$ cat src/rtl/tlight_conflict_monitor.sv
// -----------------------------------------------------------------------------
// tlight_conflict_monitor
//
// Safety stage between the traffic-light controller and the signal heads.
// The controller lamp codes are registered through to the heads, and each
// sample is checked for:
//   - illegal codes,
//   - conflicting rights-of-way,
//   - green going straight to red (skipped yellow),
//   - yellow held for less than MIN_YEL cycles before red.
// When a fault is detected the monitor latches into all-red flashing. It
// stays there until an operator clear, followed by a sustained all-red
// recovery window.
//
// Lamp code: bit2 = red, bit1 = yellow, bit0 = green.
//
// Ports
//   clk         system clock (1 cycle = 1 s)
//   r           synchronous active-high reset
//   m1_in       controller code, main road 1
//   m2_in       controller code, main road 2
//   mt_in       controller code, main turn
//   s_in        controller code, side road
//   clr_fault   operator fault-clear pulse (acted on only in FAULT)
//   m1          registered lamp drive, main road 1
//   m2          registered lamp drive, main road 2
//   mt          registered lamp drive, main turn
//   s           registered lamp drive, side road
//   fault       high in FAULT and RECOVER
//   fault_code  first-fault cause:
//                 001 illegal, 010 conflict, 100 skip, 011 short yellow
//   flash       high in FAULT
//
// state      | meaning
// -----------+-----------------------------------------------------------
// ST_MONITOR | normal pass-through with 1-cycle latency, checks active
// ST_FAULT   | lamps flash all-red / all-dark, inputs ignored
// ST_RECOVER | lamps solid red, waiting for RECOVER_CYC all-red samples
// -----------------------------------------------------------------------------
module tlight_conflict_monitor #(
   parameter int MIN_YEL     = 3,
   parameter int FILTER      = 2,
   parameter int FLASH_HALF  = 1,
   parameter int RECOVER_CYC = 4
) (
   input  logic       clk,
   input  logic       r,
   input  logic [2:0] m1_in,
   input  logic [2:0] m2_in,
   input  logic [2:0] mt_in,
   input  logic [2:0] s_in,
   input  logic       clr_fault,
   output logic [2:0] m1,
   output logic [2:0] m2,
   output logic [2:0] mt,
   output logic [2:0] s,
   output logic       fault,
   output logic [2:0] fault_code,
   output logic       flash
);

   localparam logic [2:0] RED  = 3'b100;
   localparam logic [2:0] YEL  = 3'b010;
   localparam logic [2:0] GRN  = 3'b001;
   localparam logic [2:0] DARK = 3'b000;

   localparam logic [2:0] CODE_ILLEGAL  = 3'b001;
   localparam logic [2:0] CODE_CONFLICT = 3'b010;
   localparam logic [2:0] CODE_SHORT    = 3'b011;
   localparam logic [2:0] CODE_SKIP     = 3'b100;

   localparam int FW = (FLASH_HALF  > 1) ? $clog2(FLASH_HALF)  : 1;
   localparam int RW = (RECOVER_CYC > 1) ? $clog2(RECOVER_CYC) : 1;

   localparam logic [FW-1:0] FLASH_RELOAD = FW'(FLASH_HALF - 1);
   localparam logic [RW-1:0] REC_LAST     = RW'(RECOVER_CYC - 1);

   localparam logic [11:0] ALL_RED  = {4{RED}};
   localparam logic [11:0] ALL_DARK = {4{DARK}};

   typedef enum logic [1:0] {
      ST_MONITOR,
      ST_FAULT,
      ST_RECOVER
   } state_t;

   state_t          state;
   // Approach index: 0 = m1, 1 = m2, 2 = mt, 3 = s
   logic [3:0][2:0] code_in;
   logic [3:0][2:0] prev_code;
   logic [3:0][3:0] yel_cnt;
   logic [3:0][2:0] lamp;
   logic [3:0]      filt_cnt;
   logic [FW-1:0]   flash_tmr;
   logic            flash_off;
   logic [RW-1:0]   rec_cnt;

   logic            illegal;
   logic            conflict;
   logic            skip;
   logic            short_yel;
   logic            offend;
   logic [3:0]      filt_inc;
   logic            filt_hit;
   logic            latch;
   logic [2:0]      cause;
   logic            all_red;

   function automatic logic is_active(input logic [2:0] c);
      return c[1] | c[0];
   endfunction

   assign code_in = {s_in, mt_in, m2_in, m1_in};
   assign all_red = (code_in == ALL_RED);

   always_comb begin
      illegal   = 1'b0;
      skip      = 1'b0;
      short_yel = 1'b0;
      for (int i = 0; i < 4; i++) begin
         if (code_in[i] != RED && code_in[i] != YEL && code_in[i] != GRN)
            illegal = 1'b1;
         if (prev_code[i] == GRN && code_in[i] == RED)
            skip = 1'b1;
         if (prev_code[i] == YEL && code_in[i] == RED && int'(yel_cnt[i]) < MIN_YEL)
            short_yel = 1'b1;
      end
   end

   assign conflict = (is_active(s_in) &
                      (is_active(m1_in) | is_active(m2_in) | is_active(mt_in))) |
                     (mt_in[0] & m2_in[0]);

   // Illegal/conflict samples go through the debounce filter.
   // While they are being filtered they also mask skip/short detection, so a
   // transient glitch can never be reported as a sequencing fault.
   assign offend   = illegal | conflict;
   assign filt_inc = (filt_cnt == 4'hF) ? 4'hF : filt_cnt + 4'd1;
   assign filt_hit = offend && (int'(filt_inc) >= FILTER);
   assign latch    = filt_hit | (!offend & (skip | short_yel));

   always_comb begin
      cause = CODE_SHORT;
      if (illegal)
         cause = CODE_ILLEGAL;
      else if (conflict)
         cause = CODE_CONFLICT;
      else if (skip)
         cause = CODE_SKIP;
   end

   always_ff @(posedge clk) begin
      if (r) begin
         state      <= ST_MONITOR;
         lamp       <= ALL_RED;
         fault      <= 1'b0;
         fault_code <= 3'b000;
         flash      <= 1'b0;
         prev_code  <= ALL_RED;
         yel_cnt    <= '0;
         filt_cnt   <= '0;
         flash_tmr  <= '0;
         flash_off  <= 1'b0;
         rec_cnt    <= '0;
      end else begin
         case (state)
            ST_MONITOR: begin
               if (offend) begin
                  filt_cnt <= filt_inc;
               end else begin
                  filt_cnt  <= '0;
                  // History only advances on clean samples; a masked
                  // sample must not become the baseline for the next one.
                  prev_code <= code_in;
                  for (int i = 0; i < 4; i++) begin
                     if (code_in[i] == YEL)
                        yel_cnt[i] <= (yel_cnt[i] == 4'hF) ? 4'hF : yel_cnt[i] + 4'd1;
                     else
                        yel_cnt[i] <= 4'd0;
                  end
               end

               if (latch) begin
                  state      <= ST_FAULT;
                  fault      <= 1'b1;
                  fault_code <= cause;
                  flash      <= 1'b1;
                  lamp       <= ALL_RED;
                  flash_tmr  <= FLASH_RELOAD;
                  flash_off  <= 1'b0;
               end else if (offend) begin
                  lamp <= ALL_RED;
               end else begin
                  lamp <= code_in;
               end
            end

            ST_FAULT: begin
               if (clr_fault) begin
                  state   <= ST_RECOVER;
                  flash   <= 1'b0;
                  lamp    <= ALL_RED;
                  rec_cnt <= '0;
               end else if (flash_tmr == '0) begin
                  flash_tmr <= FLASH_RELOAD;
                  flash_off <= ~flash_off;
                  lamp      <= flash_off ? ALL_RED : ALL_DARK;
               end else begin
                  flash_tmr <= flash_tmr - 1'b1;
               end
            end

            ST_RECOVER: begin
               lamp <= ALL_RED;
               if (all_red) begin
                  if (rec_cnt == REC_LAST) begin
                     state      <= ST_MONITOR;
                     fault      <= 1'b0;
                     fault_code <= 3'b000;
                     prev_code  <= code_in;
                     yel_cnt    <= '0;
                     filt_cnt   <= '0;
                     rec_cnt    <= '0;
                  end else begin
                     rec_cnt <= rec_cnt + 1'b1;
                  end
               end else begin
                  rec_cnt <= '0;
               end
            end

            default: begin
               state <= ST_MONITOR;
               lamp  <= ALL_RED;
            end
         endcase
      end
   end

   assign m1 = lamp[0];
   assign m2 = lamp[1];
   assign mt = lamp[2];
   assign s  = lamp[3];

endmodule

$ cat config.mk
export PLATFORM = sky130hd
export DESIGN_NAME = tlight_conflict_monitor
export DESIGN_NICKNAME = d
export VERILOG_FILES = /design/src/rtl/tlight_conflict_monitor.sv
export SDC_FILE = /design/constraint.sdc
export NUM_CORES = 1
export LEC_CHECK = 0
export BUFFER_PORTS_ARGS = -buffer_cell sky130_fd_sc_hd__buf_2
export CORE_MARGIN = 2
export CORE_UTILIZATION = 57
export DETAILED_ROUTE_END_ITERATION = 8
export PLACE_DENSITY = 0.84
export SLEW_MARGIN = 20
export SYNTH_ARGS = -nofsm -noshare
export SYNTH_HDL_FRONTEND = slang
export SYNTH_SLANG_ARGS = --single-unit
$ cat constraint.sdc
create_clock -name clk -period 2.53 [get_ports clk]
set_input_delay 0.1265 -clock clk [delete_from_list [all_inputs] [get_ports clk]]
set_output_delay 0.1265 -clock clk [all_outputs]
set_load 0.02 [all_outputs]
==> metrics.yaml, run 1 <==
period_share: 0.8863
hold_start: "s_in[0]"
num_vias: 2365
synth_common_cells: "dfxtp_1, nand2_1, a21oi_1"
synth_compound_area_frac: 0.1894
placed_cells: 389
place.gp.congestion: 0.8233
yosysTopAreaCellShare: 0.4186
p_switching_w: 0.0008612
die_x_um: 71.31
grt_antenna_before_repair: 0
status: "finished clean"
synth_xor_area_frac: 0.006783
finalNetCount: 365
hold_viol_final: 0
root_buffer: "clkbuf_8"
period_minus_slack_ns: 2.242
start_util: 0.5931
dr.pass1.iters: 4
n_fill_cell: 368
rsz0062_at_grt: "no"
dp_worst_setup_slack_ns: 0.07179
worst_slack_ns: 0.2877
yosys.area_share.simple: 0.3125
die_y_um: 71.31
synthArstFlopShare: 0
synthAdderAreaFrac: 0.02907
diodes: 0
p_int_w: 0.001519
drive_gt1_frac: 0.1657
p_sw_frac: 0.3619
maxSlewHeadroom: 0.4462
cts_buffer_depth: 2
fmaxAchievable_ghz: 0.4460
syn_nets: 336
critPathKind: "flip-flop to flip-flop"
crit_fanout: 8
power_frac_seq: 0.450
synthMuxAreaShare: 0.007752
total_leakage_power_nw: 1.129
p_per_area_mw_per_mm2: 827.0
power_w: 0.002380
clk_latency_ns: 0.31
syn_area_sq_mm: 0.002582
track_usage: 0.2270
synth-main-ff-cell: "dfxtp_1"
rows: 24
crit_path_end_kind: "flip-flop"
pwr-share-clk: 0.196
critical_path_required_ns: 2.78
cp_data_arrival_time_ns: 2.49
synth.most_common_cell: "dfxtp_1"
grt_pass1_vias: 2126
cts_buffers: 5
drv_cap: 0
ys_ff_latch: 54
ios: 32
hold_buffers: 0
reg2reg_to: "m2[0]$_SDFF_PP0_"
core_region_area_sq_mm: 0.004354
synthTopCellsByArea: "dfxtp_1, nand2_1, a21oi_1"
clock_sinks: 54
whs_endpoint: "s[0]$_SDFF_PP0_"
synth_top_family_by_area: "simple AND/OR/NAND/NOR gates"
first_iter_violations: 198
whs_path_depth: 2
layout.cells.non_filler: 396
grt.overflow.total: 0
slew_viol_final: 0
wl_per_cell_um: 14.12
die_area_sq_mm: 0.005085
cp-start-kind: "flip-flop"
routed_wl_um: 5592
worstReg2RegStart: "yel_cnt[8]$_SDFFE_PP0P_"
post_cts_buffers: 0
ir_drop_uv: 332.4
tightest_slew_ns: 0.8191
ys.warnings.count: 0
grt_first_pass_wirelength_um: 9418
setup_violations: 0
yosysTopAreaCell: "dfxtp_1"
ys_types: 52
synth-edff-count: 0
postRouteAntennaNets: 0
r2r_setup_slack_ns: 0.29
fin_skew_ns: 0.01166
clk_pin_slew_ns: 0.10
drcViolationCount: 0
cts_tree: "done"
placement.cell_area_sq_mm: 0.002799
cts_resized: 0
final_area_sq_mm: 0.002878
hp-class: "input pin to flip-flop"
port_buffers: 31
power.combinational.fraction: 0.354
avgSynthCellArea_sq_um: 8.198
viasPerCell: 5.972
cts_max_level: 2
synth_cells: 315
grt_max_degree: 39
hpwl_um: 3961
ys_seq_area_frac: 0.4186
tns_ns: 0
r2r_cells: 8
synthToLayoutAreaGrowth_pct: 11.43
critical path, stage by stage, from the launching register on:
cell      delay [ns]
dfxtp_1         0.39
ha_1            0.23
nor2_1          0.06
nor4b_1         0.14
a21oi_1         0.16
o211ai_1        0.15
or4_1           0.54
nor2_1          0.33
and2_1          0.19
power groups by stage:
stage	combinational (W)	clock (W)	sequential [W]
global route	0.000935	0.000493	0.00109
floorplan	0.000584	0	0.00110
CTS	0.000842	0.000466	0.00107
finish	0.000842	0.000466	0.00107
detailed placement	0.000836	0	0.00109
global placement	0.000820	0	0.00109
stage by stage:
stage,utilization,hold WS [ns]
2_1_floorplan,-,0.2482
3_3_place_gp,0.6428,0.4028
3_5_place_dp,0.6428,0.4080
4_1_cts,0.6609,0.08764
5_1_grt,0.6609,0.09054
6_report,0.6609,0.08526
placed cells by master, fill, tap and decap left out, types with 4 or more instances in the layout:
cell type	n
a211oi_1	4
nand2_1	49
buf_2	31
a31oi_1	4
dfxtp_1	54
ha_1	6
a21oi_1	33
and2_1	9
nor2b_1	5
o21ai_0	12
nor4b_1	6
o211ai_1	7
nand3_1	9
nor2_1	22
clkbuf_8	5
inv_1	6
nand4_1	5
and3_1	6
nor3_1	13
sequential cells by signal (all words and copies together), names as in the netlist:
name,count
fault,1
fault_code,3
filt_cnt,4
flash,1
flash_off,1
m1,3
m2,3
mt,3
prev_code,12
rec_cnt,2
s,3
state,2
yel_cnt,16
layout make-up:
cell class                      count  area, sq um  share of cell area
Multi-Input combinational cell    240         1409              0.4896
Sequential cell                    54         1081              0.3757
Timing Repair Buffer               36        217.7             0.07565
Clock buffer                        5        68.82             0.02391
Tap cell                           52        65.06             0.02261
Inverter                            7        26.28            0.009130
Clock inverter                      2        10.01            0.003478
cells by family (layout without fill, tap and decap cells):
kind of cell               after synthesis  count (layout)
xor gates and xnor gates                 2               2
DFF                                     54              54
and+or+nand+nor                        152             152
muxes                                    2               2
buffers and inverters                   21              50
AOI/OAI and AO/OA                       78              78
adders and majority gates                6               6
how the worst max path moves through the flow:
stage	cells after the start	start	slack (ns)	end
global placement	7	mt_in[0]	0.12	fault$_SDFFE_PP0P_
global route	8	yel_cnt[8]$_SDFFE_PP0P_	0.19	m2[0]$_SDFF_PP0_
CTS	8	yel_cnt[8]$_SDFFE_PP0P_	0.30	m2[0]$_SDFF_PP0_
finish	8	yel_cnt[8]$_SDFFE_PP0P_	0.29	m2[0]$_SDFF_PP0_
floorplan	6	mt_in[0]	0.41	fault$_SDFFE_PP0P_
detailed placement	7	mt_in[0]	0.07	m2[0]$_SDFF_PP0_
per-layer routing:
metal  GRT usage  vias up  wire length (um)
met2      0.3704       50              2589
li1            -     1186                 -
met3     0.04641        8               233
met1      0.3025     1121              2686
met4     0.07338        0                82
met5           0        -                 0
No activity file was read; power rests on OpenSTA's default activity.
==> run 2: changes to the inputs <==
--- a/config.mk
+++ b/config.mk
@@ -7,9 +7,9 @@
 export LEC_CHECK = 0
 export BUFFER_PORTS_ARGS = -buffer_cell sky130_fd_sc_hd__buf_2
 export CORE_MARGIN = 2
-export CORE_UTILIZATION = 57
+export CORE_UTILIZATION = 60
 export DETAILED_ROUTE_END_ITERATION = 8
-export PLACE_DENSITY = 0.84
+export PLACE_DENSITY = 0.87
 export SLEW_MARGIN = 20
 export SYNTH_ARGS = -nofsm -noshare
 export SYNTH_HDL_FRONTEND = slang
==> constraint.sdc (replaced) <==
create_clock -name clk -period 2.75 [get_ports clk]
set_input_delay 0.1375 -clock clk [delete_from_list [all_inputs] [get_ports clk]]
set_output_delay 0.1375 -clock clk [all_outputs]
set_load 0.02 [all_outputs]
==> metrics.yaml, run 2 (synthesized netlist as in run 1, its figures left out) <==
ios: 32  # unchanged
tns_ns: 0  # unchanged
cts_buffer_depth: 2  # unchanged
die_x_um: 69.61  # -2.4%
gr-usage-met2: 0.3750  # +0.004630
final_cell_mix: "dfxtp_1, nand2_1, a21oi_1"
hold_buffers: 0  # unchanged
p_per_area_mw_per_mm2: 753.9  # -8.8%
pwr-share-clk: 0.206  # +0.010
track_usage: 0.2286  # +0.001536
cts_max_level: 2  # unchanged
tightest_slew_ns: 0.8285  # +0.009323 ns
slowest_stage: "or4_1"
fmaxAchievable_ghz: 0.4456  # about the same
cp_data_arrival_time_ns: 2.49  # about the same
power_frac_seq: 0.458  # +0.008
power.combinational.fraction: 0.336  # -0.018
num_vias: 2366  # +0.042%
period_minus_slack_ns: 2.244  # +0.001878 ns
port_buffers: 31  # unchanged
grt_pass1_vias: 2057  # -3.2%
finalNetCount: 364  # -0.27%
r2r_setup_slack_ns: 0.51  # +0.22 ns
total_leakage_power_nw: 1.120  # -0.81%
seqCellArea_sq_mm: 0.001081  # unchanged
synthToLayoutAreaGrowth_pct: 10.56
met3_usage: 0.04360  # -0.002809
viasPerCell: 6.005  # +0.55%
hp-class: "input pin to flip-flop"
ir_drop_uv: 390.6  # +17%
clk_latency_ns: 0.30  # about the same
grt_max_degree: 39  # unchanged
routed_wl_um: 5514  # -1.4%
largestRegisters: "yel_cnt: 16 flops, prev_code: 12 flops, filt_cnt: 4 flops"
grt_first_pass_wirelength_um: 9114  # -3.2%
cp_common_cell: "nor2_1"
dr.pass1.iters: 4  # unchanged
root_buffer: "clkbuf_8"
drive_gt1_frac: 0.1628  # -0.002907
grt.overflow.total: 0  # unchanged
grt-busiest-layer: "met2"
final_common_cell: "dfxtp_1"
postRouteAntennaNets: 0  # unchanged
p_sw_frac: 0.3565  # -0.005359
place.gp.congestion: 0.8270  # +0.45%
largest_reg_flops: 16  # unchanged
reg2reg_to: "mt[0]$_SDFF_PP0_"
die_y_um: 69.61  # -2.4%
endpoint: "mt[0]$_SDFF_PP0_"
cts_buffers: 5  # unchanged
period_share: 0.8161  # -0.07022
diodes: 0  # unchanged
n_fill_cell: 334  # -9.2%
worst_slack_ns: 0.5058  # +0.2181 ns
hold_viol_final: 0  # unchanged
maxSlewHeadroom: 0.4399  # -0.006303
regMostFlops: "yel_cnt"
p_switching_w: 0.0007675  # -11%
p_int_w: 0.001385  # -8.8%
slowest_delay_ns: 0.54  # about the same
dp_worst_setup_slack_ns: 0.2338  # +0.1620 ns
critPathKind: "flip-flop to flip-flop"
hpwl_um: 3900  # -1.5%
cp-start-kind: "flip-flop"
grt_antenna_before_repair: 0  # unchanged
die_area_sq_mm: 0.004845  # -4.7%
rows: 23  # -4.2%
start_util: 0.6364  # +0.04334
core_region_area_sq_mm: 0.004058  # -6.8%
timing.hold.ws_ns: 0.1178  # +0.03259 ns
post_cts_buffers: 0  # unchanged
cts_resized: 0  # unchanged
startpoint: "yel_cnt[8]$_SDFFE_PP0P_"
slew_viol_final: 0  # unchanged
cts_tree: "done"
crit_path_end_kind: "flip-flop"
wl_per_cell_um: 13.99  # -0.89%
r2r_cells: 8  # unchanged
crit_fanout: 8  # unchanged
power_w: 0.002153  # -9.5%
status: "finished clean"
critical_path_required_ns: 3.00  # +0.22 ns
grt_use_met1: 0.3016  # -0.0009329
clock_sinks: 54  # unchanged
worstReg2RegStart: "yel_cnt[8]$_SDFFE_PP0P_"
setup_violations: 0  # unchanged
drcViolationCount: 0  # unchanged
post-route-util: 0.7037  # +0.04275
cp_cell_sequence: "ha_1 > nor2_1 > nor4b_1 > a21oi_1 > o211ai_1 > or4_1 > nor2_1 > and2_1"
rsz0062_at_grt: "no"
multi_input_area_sq_mm: 0.001409  # unchanged
drv_cap: 0  # unchanged
fin_skew_ns: 0.006842  # -0.004814 ns
clk_pin_slew_ns: 0.09  # about the same
first_iter_violations: 156  # -21%
## run 2: cell types whose count changed in the layout (fill, tap and decap cells not counted)
cell and delta:
buf_12 -2, buf_4 +1, clkbuf_1 +1, clkbuf_8 +1, clkinv_2 -1
## run 2: how the worst min path moves through the flow
stage,start,endpoint,cells past startpoint,slack (ns)
2_1_floorplan,m1_in[0],m1[0]$_SDFF_PP0_,1,0.26
3_3_place_gp,s_in[1],s[1]$_SDFF_PP0_,2,0.42
3_5_place_dp,s_in[0],s[0]$_SDFF_PP0_,2,0.42
4_1_cts,s_in[1],s[1]$_SDFF_PP0_,2,0.11
5_1_grt,s_in[0],prev_code[9]$_SDFFE_PP0P_,3,0.12
6_report,s_in[0],s[0]$_SDFF_PP0_,2,0.12
## run 2: power by group through the flow
stage                     clock, W  sequential (W)  combinational [W]
final                     0.000443        0.000985           0.000724
after global routing      0.000478         0.00100           0.000812
after CTS                 0.000454        0.000983           0.000726
after detailed placement         0         0.00100           0.000722
after global placement           0        0.000999           0.000698
after floorplan                  0         0.00101           0.000537
## run 2: cell type report
type,instances,area share
inverters,7,0.009202
well taps,50,0.02191
flip-flops and latches,54,0.3786
clock inverters,1,0.001753
repair buffers,35,0.06486
multi-input cells,240,0.4934
clock buffers,7,0.03024
## run 2: layer usage
metal  part of all wire  routed length, um  up-vias
met5                  0                  0        -
met4              0.018                 99        0
met3              0.058                320       10
met2               0.46               2550       82
met1               0.46               2543     1094
li1                   -                  -     1180
## run 2: critical path, delay by kind of cell, from the launching register on
family	cells	cell delay, ns
flops	1	0.37
simple gates	5	1.26
compound gates	2	0.33
fa+ha+maj	1	0.22
## run 2: stage by stage
stage | instance area (sq um) | cells
global placement | 2764 | 386
floorplan | 2582 | 315
global route | 2855 | 394
detailed placement | 2764 | 386
CTS | 2855 | 394
finish | 2855 | 394
